## src/rtl/multiboot_icap_seq.sv

```systemverilog
`default_nettype none
// ============================================================================
// Module      : multiboot_icap_seq
// Description : Spartan-6 ICAP IPROG reboot sequencer with request sync,
//               per-request address latch and optional byte bit-swap.
//               Optional fallback words enabled by macro MBT_FALLBACK_EN.
// Revision    : 1.0 - initial release
// ============================================================================
module multiboot_icap_seq #(
   parameter logic [7:0]  SPI_OPCODE      = 8'h6B,
   parameter logic [15:0] MODE_WORD       = 16'h3100,
   parameter int          NOOP_COUNT      = 4,
   parameter int          REQ_SYNC_STAGES = 3,
   parameter bit          BIT_SWAP        = 1'b1
) (
   input  logic        CLK,
   input  logic        MBT_RESET_N,
   input  logic        MBT_REBOOT,
   input  logic [23:0] MBT_ADDR,
   input  logic [23:0] MBT_FB_ADDR,
   output logic        MBT_BUSY,
   output logic        MBT_DONE,
   output logic        ICAP_CE_N,
   output logic        ICAP_WR_N,
   output logic [15:0] ICAP_I
);

`ifdef MBT_FALLBACK_EN
   localparam logic [4:0] c_fb_words = 5'd4;
`else
   localparam logic [4:0] c_fb_words = 5'd0;
`endif
   localparam logic [4:0]  c_last_idx  = c_fb_words + 5'd12;
   localparam logic [3:0]  c_noop_load = 4'(NOOP_COUNT);
   localparam logic [15:0] c_noop_word = 16'h2000;

   typedef enum logic [1:0] {
      ST_IDLE = 2'd0,
      ST_SEQ  = 2'd1,
      ST_NOOP = 2'd2,
      ST_DONE = 2'd3
   } state_t;

   state_t                       r_state;
   logic [REQ_SYNC_STAGES-1:0]   r_sync;
   logic                         r_edge;
   logic [4:0]                   r_idx;
   logic [3:0]                   r_noop_cnt;
   logic [23:0]                  r_addr;
   logic                         w_req_edge;
   logic                         w_idx_ok;
   logic [15:0]                  w_seq_word;
   logic [15:0]                  w_raw_word;
   logic [15:0]                  w_icap_word;

`ifdef MBT_FALLBACK_EN
   logic [23:0]                  r_fb_addr;
`else
   logic                         w_unused_fb;
   assign w_unused_fb = ^MBT_FB_ADDR;
`endif

   assign w_req_edge = r_sync[REQ_SYNC_STAGES-1] & ~r_edge;

   // IPROG command stream indexed by r_idx; fallback words shift the tail by c_fb_words
   always_comb begin
      w_seq_word = 16'hFFFF;
      w_idx_ok   = 1'b1;
      case (r_idx)
         5'd0:                 w_seq_word = 16'hFFFF;
         5'd1:                 w_seq_word = 16'hAA99;
         5'd2:                 w_seq_word = 16'h5566;
         5'd3:                 w_seq_word = 16'h30A1;
         5'd4:                 w_seq_word = 16'h0000;
`ifdef MBT_FALLBACK_EN
         5'd5:                 w_seq_word = 16'h32A1;
         5'd6:                 w_seq_word = r_fb_addr[15:0];
         5'd7:                 w_seq_word = 16'h32C1;
         5'd8:                 w_seq_word = {SPI_OPCODE, r_fb_addr[23:16]};
`endif
         c_fb_words + 5'd5:    w_seq_word = 16'h3261;
         c_fb_words + 5'd6:    w_seq_word = r_addr[15:0];
         c_fb_words + 5'd7:    w_seq_word = 16'h3281;
         c_fb_words + 5'd8:    w_seq_word = {SPI_OPCODE, r_addr[23:16]};
         c_fb_words + 5'd9:    w_seq_word = 16'h3301;
         c_fb_words + 5'd10:   w_seq_word = MODE_WORD;
         c_fb_words + 5'd11:   w_seq_word = 16'h30A1;
         c_fb_words + 5'd12:   w_seq_word = 16'h000E;
         default:              w_idx_ok   = 1'b0;
      endcase
   end

   assign w_raw_word = (r_state == ST_NOOP) ? c_noop_word : w_seq_word;

   // ICAP reads D0 first within each byte, so the swap mirrors bits per byte
   generate
      if (BIT_SWAP) begin : g_swap
         for (genvar gi = 0; gi < 8; gi++) begin : g_bit
            assign w_icap_word[gi]     = w_raw_word[7-gi];
            assign w_icap_word[8+gi]   = w_raw_word[15-gi];
         end
      end else begin : g_pass
         assign w_icap_word = w_raw_word;
      end
   endgenerate

   always_ff @(posedge CLK or negedge MBT_RESET_N) begin
      if (!MBT_RESET_N) begin
         r_state    <= ST_IDLE;
         r_sync     <= '0;
         r_edge     <= 1'b0;
         r_idx      <= 5'd0;
         r_noop_cnt <= 4'd0;
         r_addr     <= 24'd0;
`ifdef MBT_FALLBACK_EN
         r_fb_addr  <= 24'd0;
`endif
         MBT_BUSY   <= 1'b0;
         MBT_DONE   <= 1'b0;
         ICAP_CE_N  <= 1'b1;
         ICAP_WR_N  <= 1'b1;
         ICAP_I     <= 16'hFFFF;
      end else begin
         r_sync    <= {r_sync[REQ_SYNC_STAGES-2:0], MBT_REBOOT};
         r_edge    <= r_sync[REQ_SYNC_STAGES-1];
         MBT_DONE  <= 1'b0;
         ICAP_CE_N <= 1'b1;
         ICAP_WR_N <= 1'b1;
         ICAP_I    <= 16'hFFFF;
         case (r_state)
            ST_IDLE: begin
               MBT_BUSY <= 1'b0;
               if (w_req_edge) begin
                  r_addr   <= MBT_ADDR;
`ifdef MBT_FALLBACK_EN
                  r_fb_addr <= MBT_FB_ADDR;
`endif
                  MBT_BUSY <= 1'b1;
                  r_idx    <= 5'd0;
                  r_state  <= ST_SEQ;
               end
            end
            ST_SEQ: begin
               if (!w_idx_ok) begin
                  MBT_BUSY <= 1'b0;
                  r_state  <= ST_IDLE;
               end else begin
                  ICAP_CE_N <= 1'b0;
                  ICAP_WR_N <= 1'b0;
                  ICAP_I    <= w_icap_word;
                  if (r_idx == c_last_idx) begin
                     r_noop_cnt <= c_noop_load;
                     r_state    <= ST_NOOP;
                  end else begin
                     r_idx <= r_idx + 5'd1;
                  end
               end
            end
            ST_NOOP: begin
               ICAP_CE_N <= 1'b0;
               ICAP_WR_N <= 1'b0;
               ICAP_I    <= w_icap_word;
               if (r_noop_cnt <= 4'd1) begin
                  r_state <= ST_DONE;
               end else begin
                  r_noop_cnt <= r_noop_cnt - 4'd1;
               end
            end
            ST_DONE: begin
               MBT_DONE <= 1'b1;
               r_state  <= ST_IDLE;
            end
            default: begin
               MBT_BUSY <= 1'b0;
               r_state  <= ST_IDLE;
            end
         endcase
      end
   end

endmodule
`default_nettype wire

```

## config.mk

```make
export PLATFORM = sky130hd
export DESIGN_NAME = multiboot_icap_seq
export DESIGN_NICKNAME = d
export VERILOG_FILES = /design/src/rtl/multiboot_icap_seq.sv
export SDC_FILE = /design/constraint.sdc
export NUM_CORES = 1
export LEC_CHECK = 0
export ABC_AREA = 1
export CAP_MARGIN = 20
export CORE_UTILIZATION = 61
export CTS_CLUSTER_SIZE = 14
export DETAILED_ROUTE_END_ITERATION = 10
export DONT_BUFFER_PORTS = 1
export PLACE_DENSITY = 0.77
export SKIP_CTS_REPAIR_TIMING = 1
export SYNTH_ARGS = -nofsm -noshare
export SYNTH_HDL_FRONTEND = slang
export SYNTH_SLANG_ARGS = --single-unit
```

## constraint.sdc

```tcl
create_clock -name CLK -period 3 [get_ports CLK]
set_clock_uncertainty 0.15 [all_clocks]
set_input_delay 0.45 -clock CLK [delete_from_list [all_inputs] [get_ports CLK]]
set_output_delay 0.45 -clock CLK [all_outputs]
set_load 0.01 [all_outputs]
```

==> flow_summary.ini <==
[sta]
timing.setup.tns_ns = 0
finalCritPeriodShare = 0.696
worst_pin_slew_ns = 0.604
slew_headroom = 0.597
hold_viol = 0
fmax_ghz = 0.479
drv_slew = 0
setup_violations = 0
min_period_ns = 2.09
rsz0062_at_grt = no

[grt]
grt_pass1_vias = 1970
grt_overflow = 0
grt_pass1_wl_microns = 9270
grt_usage = 0.241
grt_max_degree = 59
antenna_found_initial = 0

[setup_path]
arrival_ns = 2.15
regToRegEndpoint = r_noop_cnt[3]$_DFFE_PN0P_
end_kind = register
critPathKind = reg2reg
timing.rr.start = r_state[0]$_DFFE_PN0P_
crit_fanout = 16
start_kind = register
rr_worst_depth = 10
worstPathRequired_ns = 3.06
rrSetupSlack_ns = 0.91

[place]
place_hpwl_microns = 3860
port_buffers = 0
numPlacedInstances = 381
place_congestion = 0.991

[yosys]
syn_nets = 398
avgSynthCellArea_sq_um = 8.75
yosysSeqAreaShare = 0.500
yosysWarnings = 0
ys_types = 27
synth_cells = 337
synth_area_sq_um = 2950
ys_ff_latch = 58

[floorplan]
core_area_sq_um = 4500
die-area_sq_um = 5110
io_pins = 71
die_h_microns = 71.5
dieWidth_microns = 71.5
std_cell_rows = 24
start_util = 0.654

[power]
p_per_area_nw_per_um2 = 1000
power_mw = 3.23
p_leak_nw = 1.60
max-vdd-ir-drop_v = 0.000481

[outcome]
status = finished, final reports clean

[drt]
post_drt_wl_per_cell_microns = 13.6
vias_per_cell = 5.31
drc_errors = 0
first_pass_iters = 4
drt_wl_total_microns = 5440
drtAntennaViolNets = 0
vias = 2124
drt_iter0_drc = 132

[clocking]
cts_tree = built
cts_max_level = 3
cts_buffers = 9
clock_path_buffers = 2
clk_latency_ns = 0.33
cts_sinks = 58
cts-root-buf = clkbuf_8
clk_pin_slew_ns = 0.07

[layout]
final_cells = 400
diodes = 0
multiInputGateArea_sq_um = 1280
layout-drive-gt1-share = 0.230
seqCellArea_sq_um = 1470
final_cell_mix = 103 x nand2_1, 41 x dfrtp_1, 34 x nor2_1
area_growth_pct = 9.04
final_common_cell = nand2_1
fin_util = 0.714
fin_nets = 404
fill_cells = 360

[worst_hold_path]
holdCritPathClass = in2reg
hp-start = MBT_ADDR[10]
hold_depth = 1
holdPathEnd = r_addr[10]$_DFFE_PN0P_

[flow_run]
cap_viol_max_count = 0
-- layer usage --
metal / track usage / vias up / share of wire
met3: 0.0520 / 8 / 0.046
met4: 0.115 / 0 / 0.014
met1: 0.359 / 979 / 0.48
li1: - / 1072 / -
met2: 0.335 / 65 / 0.46
met5: 0 / - / 0
-- kinds of logic after synthesis --
| family | after synthesis | synth area share |
|---|---|---|
| AO/OA/AOI/OAI | 26 | 0.0480 |
| flip-flops | 58 | 0.500 |
| multiplexers | 21 | 0.0802 |
| adder cells (fa/ha/maj) | 10 | 0.0424 |
| AND/OR/NAND/NOR | 178 | 0.257 |
| XOR/XNOR | 2 | 0.00594 |
| buffers and inverters | 42 | 0.0666 |
-- final cells by class --
class                           instances  area share
Sequential cell                        58       0.458
Multi-Input combinational cell        237       0.398
Timing Repair Buffer                    4      0.0171
Tap cell                               52      0.0202
Clock inverter                          5      0.0241
Inverter                               33      0.0385
Clock buffer                           11      0.0440
-- power breakdown --
| group | leakage [nW] | switching [mW] | internal [mW] |
|---|---|---|---|
| Clock | 0.109 | 0.300 | 0.488 |
| Sequential | 0.677 | 0.212 | 1.15 |
| Combinational | 0.811 | 0.668 | 0.404 |
-- cell usage after synthesis --
library cell  number  area share
nor3_1             2      0.0034
nor2_1            34       0.043
nor2_2             4      0.0085
inv_2              5      0.0064
dfstp_2           17        0.15
nand2_1          103        0.13
dfrtp_1           41        0.35
a22oi_1            1      0.0025
buf_2              4      0.0068
or2_2              1      0.0021
mux2_2            21       0.080
nand4_1            1      0.0021
a21oi_1           11       0.019
nand2_2           11       0.023
inv_1             28       0.036
o211ai_1           2      0.0051
nand3_1           19       0.032
buf_6              4       0.015
buf_4              1      0.0025
nand3_2            1      0.0034
xor2_1             2      0.0059
a21oi_2            1      0.0030
o21ai_1            3      0.0051
ha_1              10       0.042
nand2_4            1      0.0038
nor2_4             1      0.0038
o21ai_0            8       0.014
-- flip-flops by register name, indices dropped and copies added (netlist names), named ones only --
name	count
ICAP_WR_N	1
r_sync	3
r_noop_cnt	4
r_edge	1
r_addr	24
r_state	1
ICAP_I	16
MBT_DONE	1
r_idx	5
MBT_BUSY	1
-- critical path, stage by stage, from the launching register on --
cell     delay, ns
dfrtp_1       0.44
inv_1         0.09
ha_1          0.30
inv_1         0.12
nand2_1       0.05
inv_1         0.30
nor2_1        0.11
nor2_2        0.21
inv_1         0.09
nand2_1       0.06
o21ai_1       0.06
-- how the worst max path moves through the flow --
| stage | slack, ns | endpoint | from | depth (start not counted) |
|---|---|---|---|---|
| after floorplan | 1.29 | r_addr[10]$_DFFE_PN0P_ | r_state[0]$_DFFE_PN0P_ | 5 |
| final | 0.91 | r_noop_cnt[3]$_DFFE_PN0P_ | r_state[0]$_DFFE_PN0P_ | 10 |
| after CTS | 0.90 | r_noop_cnt[3]$_DFFE_PN0P_ | r_state[0]$_DFFE_PN0P_ | 10 |
| after detailed placement | 0.92 | r_noop_cnt[3]$_DFFE_PN0P_ | r_state[0]$_DFFE_PN0P_ | 10 |
| after global routing | 0.68 | r_noop_cnt[3]$_DFFE_PN0P_ | r_state[0]$_DFFE_PN0P_ | 10 |
| after global placement | 0.96 | r_noop_cnt[3]$_DFFE_PN0P_ | r_state[0]$_DFFE_PN0P_ | 10 |
-- metrics by stage --
step,area [sq um],setup WS (ns),hold WS [ns]
floorplan,2950,1.29,0.00441
global placement,2950,0.959,0.00567
detailed placement,2950,0.918,0.00556
CTS,3170,0.900,-0.347
global route,3210,0.675,0.104
finish,3210,0.911,0.117
Note: power is estimated with default switching activity, not from simulation.
